`src/rtl/snake_pkg.sv`:
```
// Shared types and constants for the snake item arbiter.
// Holds the FSM encoding, grid constants and an index-width helper.
package snake_pkg;

  localparam int COORD_W_DEF = 4;
  localparam int GRID_COLS   = 1 << COORD_W_DEF;
  localparam int GRID_ROWS   = 1 << COORD_W_DEF;

  typedef enum logic {
    ST_IDLE  = 1'b0,
    ST_ERASE = 1'b1
  } arb_state_e;

  // clog2 with a floor of 1 so a single slot still has a 1-bit index
  function automatic int idx_w_for(input int n);
    int w;
    w = 0;
    while ((1 << w) < n) w++;
    if (w < 1) w = 1;
    return w;
  endfunction

endpackage

```
`src/rtl/snake_item_match_pe.sv`:
```
// Head-vs-item comparator with lowest-index priority encoder.
// Purely combinational; instantiated once by the arbiter.
module snake_item_match_pe #(
  parameter int COORD_W   = 4,
  parameter int NUM_ITEMS = 4,
  parameter int IDX_W     = 2
) (
  input  logic [COORD_W-1:0]           head_x,
  input  logic [COORD_W-1:0]           head_y,
  input  logic [NUM_ITEMS*COORD_W-1:0] item_x,
  input  logic [NUM_ITEMS*COORD_W-1:0] item_y,
  input  logic [NUM_ITEMS-1:0]         item_valid,
  output logic                         any_match,
  output logic [IDX_W-1:0]             match_idx
);

  logic [NUM_ITEMS-1:0] match;

  always_comb begin
    match = '0;
    for (int i = 0; i < NUM_ITEMS; i++) begin
      match[i] = item_valid[i]
        && (item_x[i*COORD_W +: COORD_W] == head_x)
        && (item_y[i*COORD_W +: COORD_W] == head_y);
    end
  end

  // Scan high to low so the lowest set slot is the last written
  always_comb begin
    any_match = 1'b0;
    match_idx = '0;
    for (int i = NUM_ITEMS - 1; i >= 0; i--) begin
      if (match[i]) begin
        any_match = 1'b1;
        match_idx = IDX_W'(i);
      end
    end
  end

endmodule

```
`src/rtl/snake_item_arbiter.sv`:
```
// Multi-slot eat arbiter: picks the eaten item, grows the snake,
// and drives the erase handshake toward the grid renderer.
module snake_item_arbiter
  import snake_pkg::*;
#(
  parameter int COORD_W   = COORD_W_DEF,
  parameter int NUM_ITEMS = 4,
  parameter int IDX_W     = 2,
  parameter int LEN_W     = 8,
  parameter int INIT_LEN  = 3,
  parameter int MAX_LEN   = 255,
  parameter int GROWTH    = 1
) (
  input  logic                         clk,
  input  logic                         resetn,
  input  logic                         tick,
  input  logic                         restart,
  input  logic [COORD_W-1:0]           head_x,
  input  logic [COORD_W-1:0]           head_y,
  input  logic [NUM_ITEMS*COORD_W-1:0] item_x,
  input  logic [NUM_ITEMS*COORD_W-1:0] item_y,
  input  logic [NUM_ITEMS-1:0]         item_valid,
  output logic                         erase_req,
  output logic [COORD_W-1:0]           erase_x,
  output logic [COORD_W-1:0]           erase_y,
  input  logic                         erase_done,
  output logic                         item_eaten,
  output logic [IDX_W-1:0]             eaten_idx,
  output logic [NUM_ITEMS-1:0]         item_consumed,
  output logic [LEN_W-1:0]             snake_length,
  output logic [LEN_W-1:0]             score,
  output logic                         busy
);

  generate
    if (IDX_W != idx_w_for(NUM_ITEMS)) begin : g_bad_idx_w
      $error("IDX_W does not match NUM_ITEMS");
    end
  endgenerate

  localparam logic [LEN_W:0]   GROW_W  = (LEN_W+1)'(GROWTH);
  localparam logic [LEN_W:0]   MAX_W   = (LEN_W+1)'(MAX_LEN);
  localparam logic [LEN_W-1:0] INIT_W  = LEN_W'(INIT_LEN);
  localparam logic [NUM_ITEMS-1:0] ONE = NUM_ITEMS'(1);

  arb_state_e           state_q;
  logic                 erase_req_q;
  logic [COORD_W-1:0]   erase_x_q;
  logic [COORD_W-1:0]   erase_y_q;
  logic                 item_eaten_q;
  logic [IDX_W-1:0]     eaten_idx_q;
  logic [NUM_ITEMS-1:0] consumed_q;
  logic [LEN_W-1:0]     len_q;
  logic [LEN_W-1:0]     score_q;

  logic               any_match;
  logic [IDX_W-1:0]   match_idx;
  logic [COORD_W-1:0] sel_x;
  logic [COORD_W-1:0] sel_y;
  logic [LEN_W:0]     len_sum;
  logic [LEN_W:0]     score_sum;
  logic [LEN_W-1:0]   len_d;
  logic [LEN_W-1:0]   score_d;

  snake_item_match_pe #(
    .COORD_W   (COORD_W),
    .NUM_ITEMS (NUM_ITEMS),
    .IDX_W     (IDX_W)
  ) u_pe (
    .head_x     (head_x),
    .head_y     (head_y),
    .item_x     (item_x),
    .item_y     (item_y),
    .item_valid (item_valid),
    .any_match  (any_match),
    .match_idx  (match_idx)
  );

  // Sums carry one extra bit so overflow is visible to the clamp
  always_comb begin
    sel_x     = item_x[match_idx*COORD_W +: COORD_W];
    sel_y     = item_y[match_idx*COORD_W +: COORD_W];
    len_sum   = {1'b0, len_q} + GROW_W;
    score_sum = {1'b0, score_q} + (LEN_W+1)'(1);
    len_d     = (len_sum > MAX_W) ? MAX_W[LEN_W-1:0]
                                  : len_sum[LEN_W-1:0];
    score_d   = score_sum[LEN_W] ? '1 : score_sum[LEN_W-1:0];
  end

  always_ff @(posedge clk or negedge resetn) begin
    if (!resetn) begin
      state_q      <= ST_IDLE;
      erase_req_q  <= 1'b0;
      erase_x_q    <= '0;
      erase_y_q    <= '0;
      item_eaten_q <= 1'b0;
      eaten_idx_q  <= '0;
      consumed_q   <= '0;
      len_q        <= INIT_W;
      score_q      <= '0;
    end else if (restart) begin
      state_q      <= ST_IDLE;
      erase_req_q  <= 1'b0;
      erase_x_q    <= '0;
      erase_y_q    <= '0;
      item_eaten_q <= 1'b0;
      eaten_idx_q  <= '0;
      consumed_q   <= '0;
      len_q        <= INIT_W;
      score_q      <= '0;
    end else begin
      item_eaten_q <= 1'b0;
      consumed_q   <= '0;
      unique case (state_q)
        ST_IDLE: begin
          if (tick && any_match) begin
            state_q      <= ST_ERASE;
            erase_req_q  <= 1'b1;
            erase_x_q    <= sel_x;
            erase_y_q    <= sel_y;
            item_eaten_q <= 1'b1;
            eaten_idx_q  <= match_idx;
            len_q        <= len_d;
            score_q      <= score_d;
          end
        end
        ST_ERASE: begin
          if (erase_done) begin
            state_q     <= ST_IDLE;
            erase_req_q <= 1'b0;
            consumed_q  <= ONE << eaten_idx_q;
          end
        end
        default: state_q <= ST_IDLE;
      endcase
    end
  end

  assign erase_req     = erase_req_q;
  assign erase_x       = erase_x_q;
  assign erase_y       = erase_y_q;
  assign item_eaten    = item_eaten_q;
  assign eaten_idx     = eaten_idx_q;
  assign item_consumed = consumed_q;
  assign snake_length  = len_q;
  assign score         = score_q;
  assign busy          = (state_q == ST_ERASE);

endmodule

```
`config.mk`:
```
export PLATFORM = sky130hd
export DESIGN_NAME = snake_item_arbiter
export DESIGN_NICKNAME = d
export VERILOG_FILES = /design/src/rtl/snake_pkg.sv /design/src/rtl/snake_item_match_pe.sv /design/src/rtl/snake_item_arbiter.sv
export SDC_FILE = /design/constraint.sdc
export NUM_CORES = 1
export LEC_CHECK = 0
export CAP_MARGIN = 20
export CORE_ASPECT_RATIO = 0.9
export CORE_UTILIZATION = 46
export CTS_CLUSTER_SIZE = 25
export DETAILED_ROUTE_END_ITERATION = 6
export PLACE_DENSITY_LB_ADDON = 0.05
export SLEW_MARGIN = 40
export SYNTH_ARGS = -nofsm -noshare
export SYNTH_HDL_FRONTEND = slang
export SYNTH_SLANG_ARGS = --single-unit
```
`constraint.sdc`:
```
create_clock -name clk -period 2.3 [get_ports clk]
set_clock_uncertainty 0.05 [all_clocks]
set_input_delay 0.575 -clock clk [delete_from_list [all_inputs] [get_ports clk]]
set_output_delay 0.575 -clock clk [all_outputs]
set_load 0.01 [all_outputs]
```
==> results of run 1 <==
## critical path: cells and delay by family
family	cells	cell delay [ns]
buffers and inverters	2	0.44
AOI/OAI and AO/OA	1	0.15
and+or+nand+nor	3	0.78
xor gates and xnor gates	1	0.19
muxes	1	0.32
## registers in the layout, indices dropped and copies added, names as in the netlist
signal and cells:
score 8, snake_length 8, erase_x 4, erase_y 4
item_consumed 4, eaten_idx 2, busy 1, erase_req 1
item_eaten 1
## worst max-delay path by stage
stage               cells after the start  slack, ns       start              end
floorplan                               9     -0.002   head_x[0]  snake_length[6]
global placement                        8      -0.76   head_x[2]       erase_x[0]
detailed placement                      9      -0.83   head_x[0]       erase_y[1]
CTS                                     7      -0.03  item_y[11]  snake_length[4]
global route                            8      -0.11   item_y[8]         score[6]
finish                                  8      -0.05   item_x[9]         score[6]
## cell families (layout without fill, tap and decap cells)
kind of cell | Yosys count | in the layout | share of synthesized area [%]
simple gates | 95 | 95 | 23.7
compound gates | 66 | 67 | 23.8
flops | 33 | 33 | 33.8
xor+xnor | 32 | 32 | 11.5
buf+inv | 22 | 155 | 4.75
fa+ha+maj | 3 | 3 | 1.53
mux | 2 | 2 | 0.869
other cells | 0 | 1 | 0
## area by class of cell
class / count / area share (%)
flip-flops and latches: 33 / 20.0
well taps: 65 / 1.96
diodes: 1 / 0.0603
multi-input cells: 199 / 46.2
repair buffers: 140 / 29.2
inverters: 7 / 0.633
clock buffers: 8 / 1.93
## timing repair
action                                  in CTS  in global routing
endpoints found under the hold margin        0                  0
gates cloned                                 1                  0
pin swaps                                   34                 28
buffers inserted                            10                  9
gates resized for setup                    130                 35
hold buffers                                 0                  0
endpoints found under the setup margin      29                 25
## cells in the final DEF (no fill, tap or decap), types with 5 or more instances in the layout
| master | netlist | layout |
|---|---|---|
| buf_4 | 4 | 52 |
| clkdlybuf4s50_1 | 0 | 41 |
| dfrtp_1 | 31 | 31 |
| dlygate4sd2_1 | 0 | 18 |
| xnor2_2 | 0 | 17 |
| nand2_1 | 14 | 13 |
| a211oi_2 | 1 | 9 |
| nand2b_1 | 9 | 9 |
| a31oi_1 | 10 | 9 |
| o32ai_2 | 7 | 8 |
| or4_1 | 10 | 8 |
| a21oi_1 | 8 | 8 |
| buf_2 | 3 | 8 |
| nor2_1 | 8 | 7 |
| nand3_1 | 8 | 7 |
| o311a_1 | 7 | 7 |
| a311oi_1 | 8 | 7 |
| buf_6 | 2 | 7 |
| and3_1 | 6 | 6 |
| xnor2_1 | 24 | 6 |
| inv_1 | 5 | 5 |
| nand4_1 | 5 | 5 |
| nor2b_2 | 0 | 5 |
| clkbuf_8 | 0 | 5 |
| clkbuf_2 | 0 | 5 |
## where the power goes
group          internal [W]  switching (W)  leakage, nW
Sequential         0.000583     0.00000228        0.454
Clock              0.000215       0.000206       0.0395
Combinational      0.000173       0.000173         1.28
Total              0.000970       0.000382         1.77
## layer usage
layer / vias to the layer above / routed length [um]
met5: - / 0
met1: 1395 / 3830
met3: 33 / 688
met2: 188 / 4380
met4: 0 / 250
li1: 1251 / -
## metrics by stage
| step | hold slack, ns | cells |
|---|---|---|
| final | 0.481 | 453 |
| after detailed placement | 0.465 | 424 |
| after global routing | 0.523 | 452 |
| after floorplan | 0.229 | 253 |
| after global placement | 0.467 | 424 |
| after CTS | 0.475 | 443 |
==> results.md, run 1 <==
Synth:
- Counting distinct cell types in the post-synthesis netlist gives 53.
- Ranked by total cell area, the synthesized netlist is headed by dfrtp_1, xnor2_1, o32ai_2.
- The most used flip-flop cell after synthesis is dfrtp_1.
- Of all flip-flops after synthesis, the portion carrying an async set or reset was 100%.
- The number of nets handed over by synthesis was 305.
- The cell count after synthesis came out at 253.
- The average instance area after synthesis is 9.67 um^2.
- Yosys printed 0 warnings.
- Yosys instantiated no cell more often than dfrtp_1.
- The top cell type's share of synthesized area is 31.7%.
- dfrtp_1 takes more of the synthesized area than any other cell.
- The summed instance area of the synthesized netlist is 2450 um^2.
- Summing the sequential cell areas from Yosys gives 33.8% of the chip area.
- The synthesized design contains 0 enable-type register cells.
- The commonest cells after synthesis are dfrtp_1, xnor2_1, nand2_1.
- The number of storage elements in the synthesis netlist is 33.

Placed design:
- During placement, the flow inserted port buffers numbering about 80.
- The HPWL after detailed placement is 5540 um.
- The placed standard-cell area is 3620 um^2.
- Prior to clock tree synthesis, the placed netlist has a worst setup slack of -0.828 ns.
- The weighted congestion at the end of routability-driven global placement is about 0.87.

Global route:
- The met2 demand-to-capacity share in global routing is between 40% and 50%.
- In this run the most used layer during global routing was met2.
- Entering global routing, the biggest net connects 34 pins.
- For this run, global-route usage on met1 was measured as 42.3%.
- The met3 layer usage reported by global route is 5.94%.
- The number of global-route vias before repair came to 2735.
- Global routing finished with a remaining overflow of 0.
- The initial antenna violation count was 0.
- The first-pass GRT wire length is 13200 um.
- Across every metal layer, demand over resource in global routing totals 30.7%.

Timing:
- Setup violations remaining at the end of the flow were counted as 8.
- Subtracting the final worst setup slack from the clock period gives 2.35 ns.
- For this run, the top clock speed supported by timing is about 430 MHz.
- The final setup slack of the worst path is -0.0500 ns.
- The count of final max-slew check failures is 0.
- The final count of hold timing violations is 0.
- The normalized max-slew margin is 59.8%.
- The post-route setup TNS is -0.120 ns.
- The final critical path takes up 102% of the cycle.
- For the pin with the worst max-slew slack, the measured transition is 0.600 ns.
- Setup repair after global routing could not meet its margin everywhere.

Floorplanning:
- The number of standard-cell rows in the floorplan is 24.
- From bottom edge to top edge, the die measures about 71 um.
- The width of the die is a little under 80 um.
- The area of the die is 5620 um^2.
- The area of the core is approximately 5000 um^2.
- For this configuration, the core starts out at a cell density of between 40% and 50%.
- 82 I/O pins were placed.

Critical path:
- Along the worst path, the maximum fanout reaches 4.
- Data on the critical path is required at its endpoint by 2.42 ns.
- The signal on the critical path passes through dlygate4sd2_1, xnor2_1, nand4_2, nor3_4, o41ai_4, buf_4, nor4b_4, mux2_4.
- The startpoint identified for the worst register-to-register timing path is snake_length[0].
- The register-to-register path setup slack is around 0.11 ns.
- The endpoint type of the worst setup path is a flip-flop.
- The worst setup path is of the in2reg kind.
- The master of the slowest instance on the critical path is nor3_4.
- The arrival time at the worst endpoint is 2.47 ns.
- In this design, the stage delay of the slowest critical-path cell is 0.33 ns.
- The category of the worst setup path launch point is a primary input.
- The reg-to-reg critical path endpoint is snake_length[4].
- The number of cells on the worst reg-to-reg path is 7.

Clocking:
- The CTS H-tree depth is 2.
- The number of buffers inserted during clock tree synthesis is 5.
- The buffer depth of the longest clock path is 2.
- The TritonCTS clock tree is done.
- After clock tree synthesis, the clock-pin slew on the worst setup and hold paths is 0.07 ns.
- Clock tree synthesis found a total of 33 sinks.
- The clock tree root driver cell is clkbuf_8.
- The clock network latency to the later pin of the worst-skew pair is 0.28 ns.

Detailed routing:
- The iteration-0 DRC count of the detailed router is 386.
- Once detail routing completed, the nets flagged for antenna violations numbered 0.
- The overall via count from detail_route is 2867.
- The total wire length is 9150 um.
- The DRC violation count after routing is 0.
- The average detailed-routed wire length per instance is 20.2 um.
- The routed via count divided by cell count is 6.33.
- The count of TritonRoute iterations in the first routing pass is 5.

Power and ir drop:
- In this run the power density over the cells is between 300 and 400 nW/um^2.
- The maximum vdd drop is around 400 uV.
- Overall power consumption after layout is estimated at 0.00135 W.
- The leakage power figure is roughly 1.8 nW.

Layout:
- Relative to the synthesized area, the layout overhead comes to 69.5%.
- Across the whole layout, storage elements account for 828 um^2.
- After filler insertion, the fill cell instance count of the layout stands at around 300.
- The post-route netlist has 40.8% of its cells at a drive strength greater than 1.
- Cells fill 83.2% of the core in the end.
- Summing all multi-input logic gate instances after layout gives 1920 um^2.
- The finished cells cover between 4000 and 5000 um^2.
- The net total in the final layout is 438.

Hold path:
- Along the worst hold path, the cell count comes to 1.
- The startpoint of the lowest-slack hold path is score[0].
- The destination of the worst hold path is score[0].
- The path class of the lowest-slack min-delay path is reg2reg.

Run:
- Max-cap violations in this run came to 0.

Run status:
- The run finished, with violations left.
- The final reports fail on negative setup slack.
Power figures use the tool's default switching activity.
==> run 2, diff against run 1 <==
CTS_CLUSTER_DIAMETER = 120   (was unset)
==> results of run 2 <==
The final DEF is identical to that of run 1; final timing and power are the same.
==> run 3, diff against run 2 <==
SLEW_MARGIN = 15   (was 40)
==> results of run 3 <==
The final DEF is identical to that of run 1; final timing and power are the same.
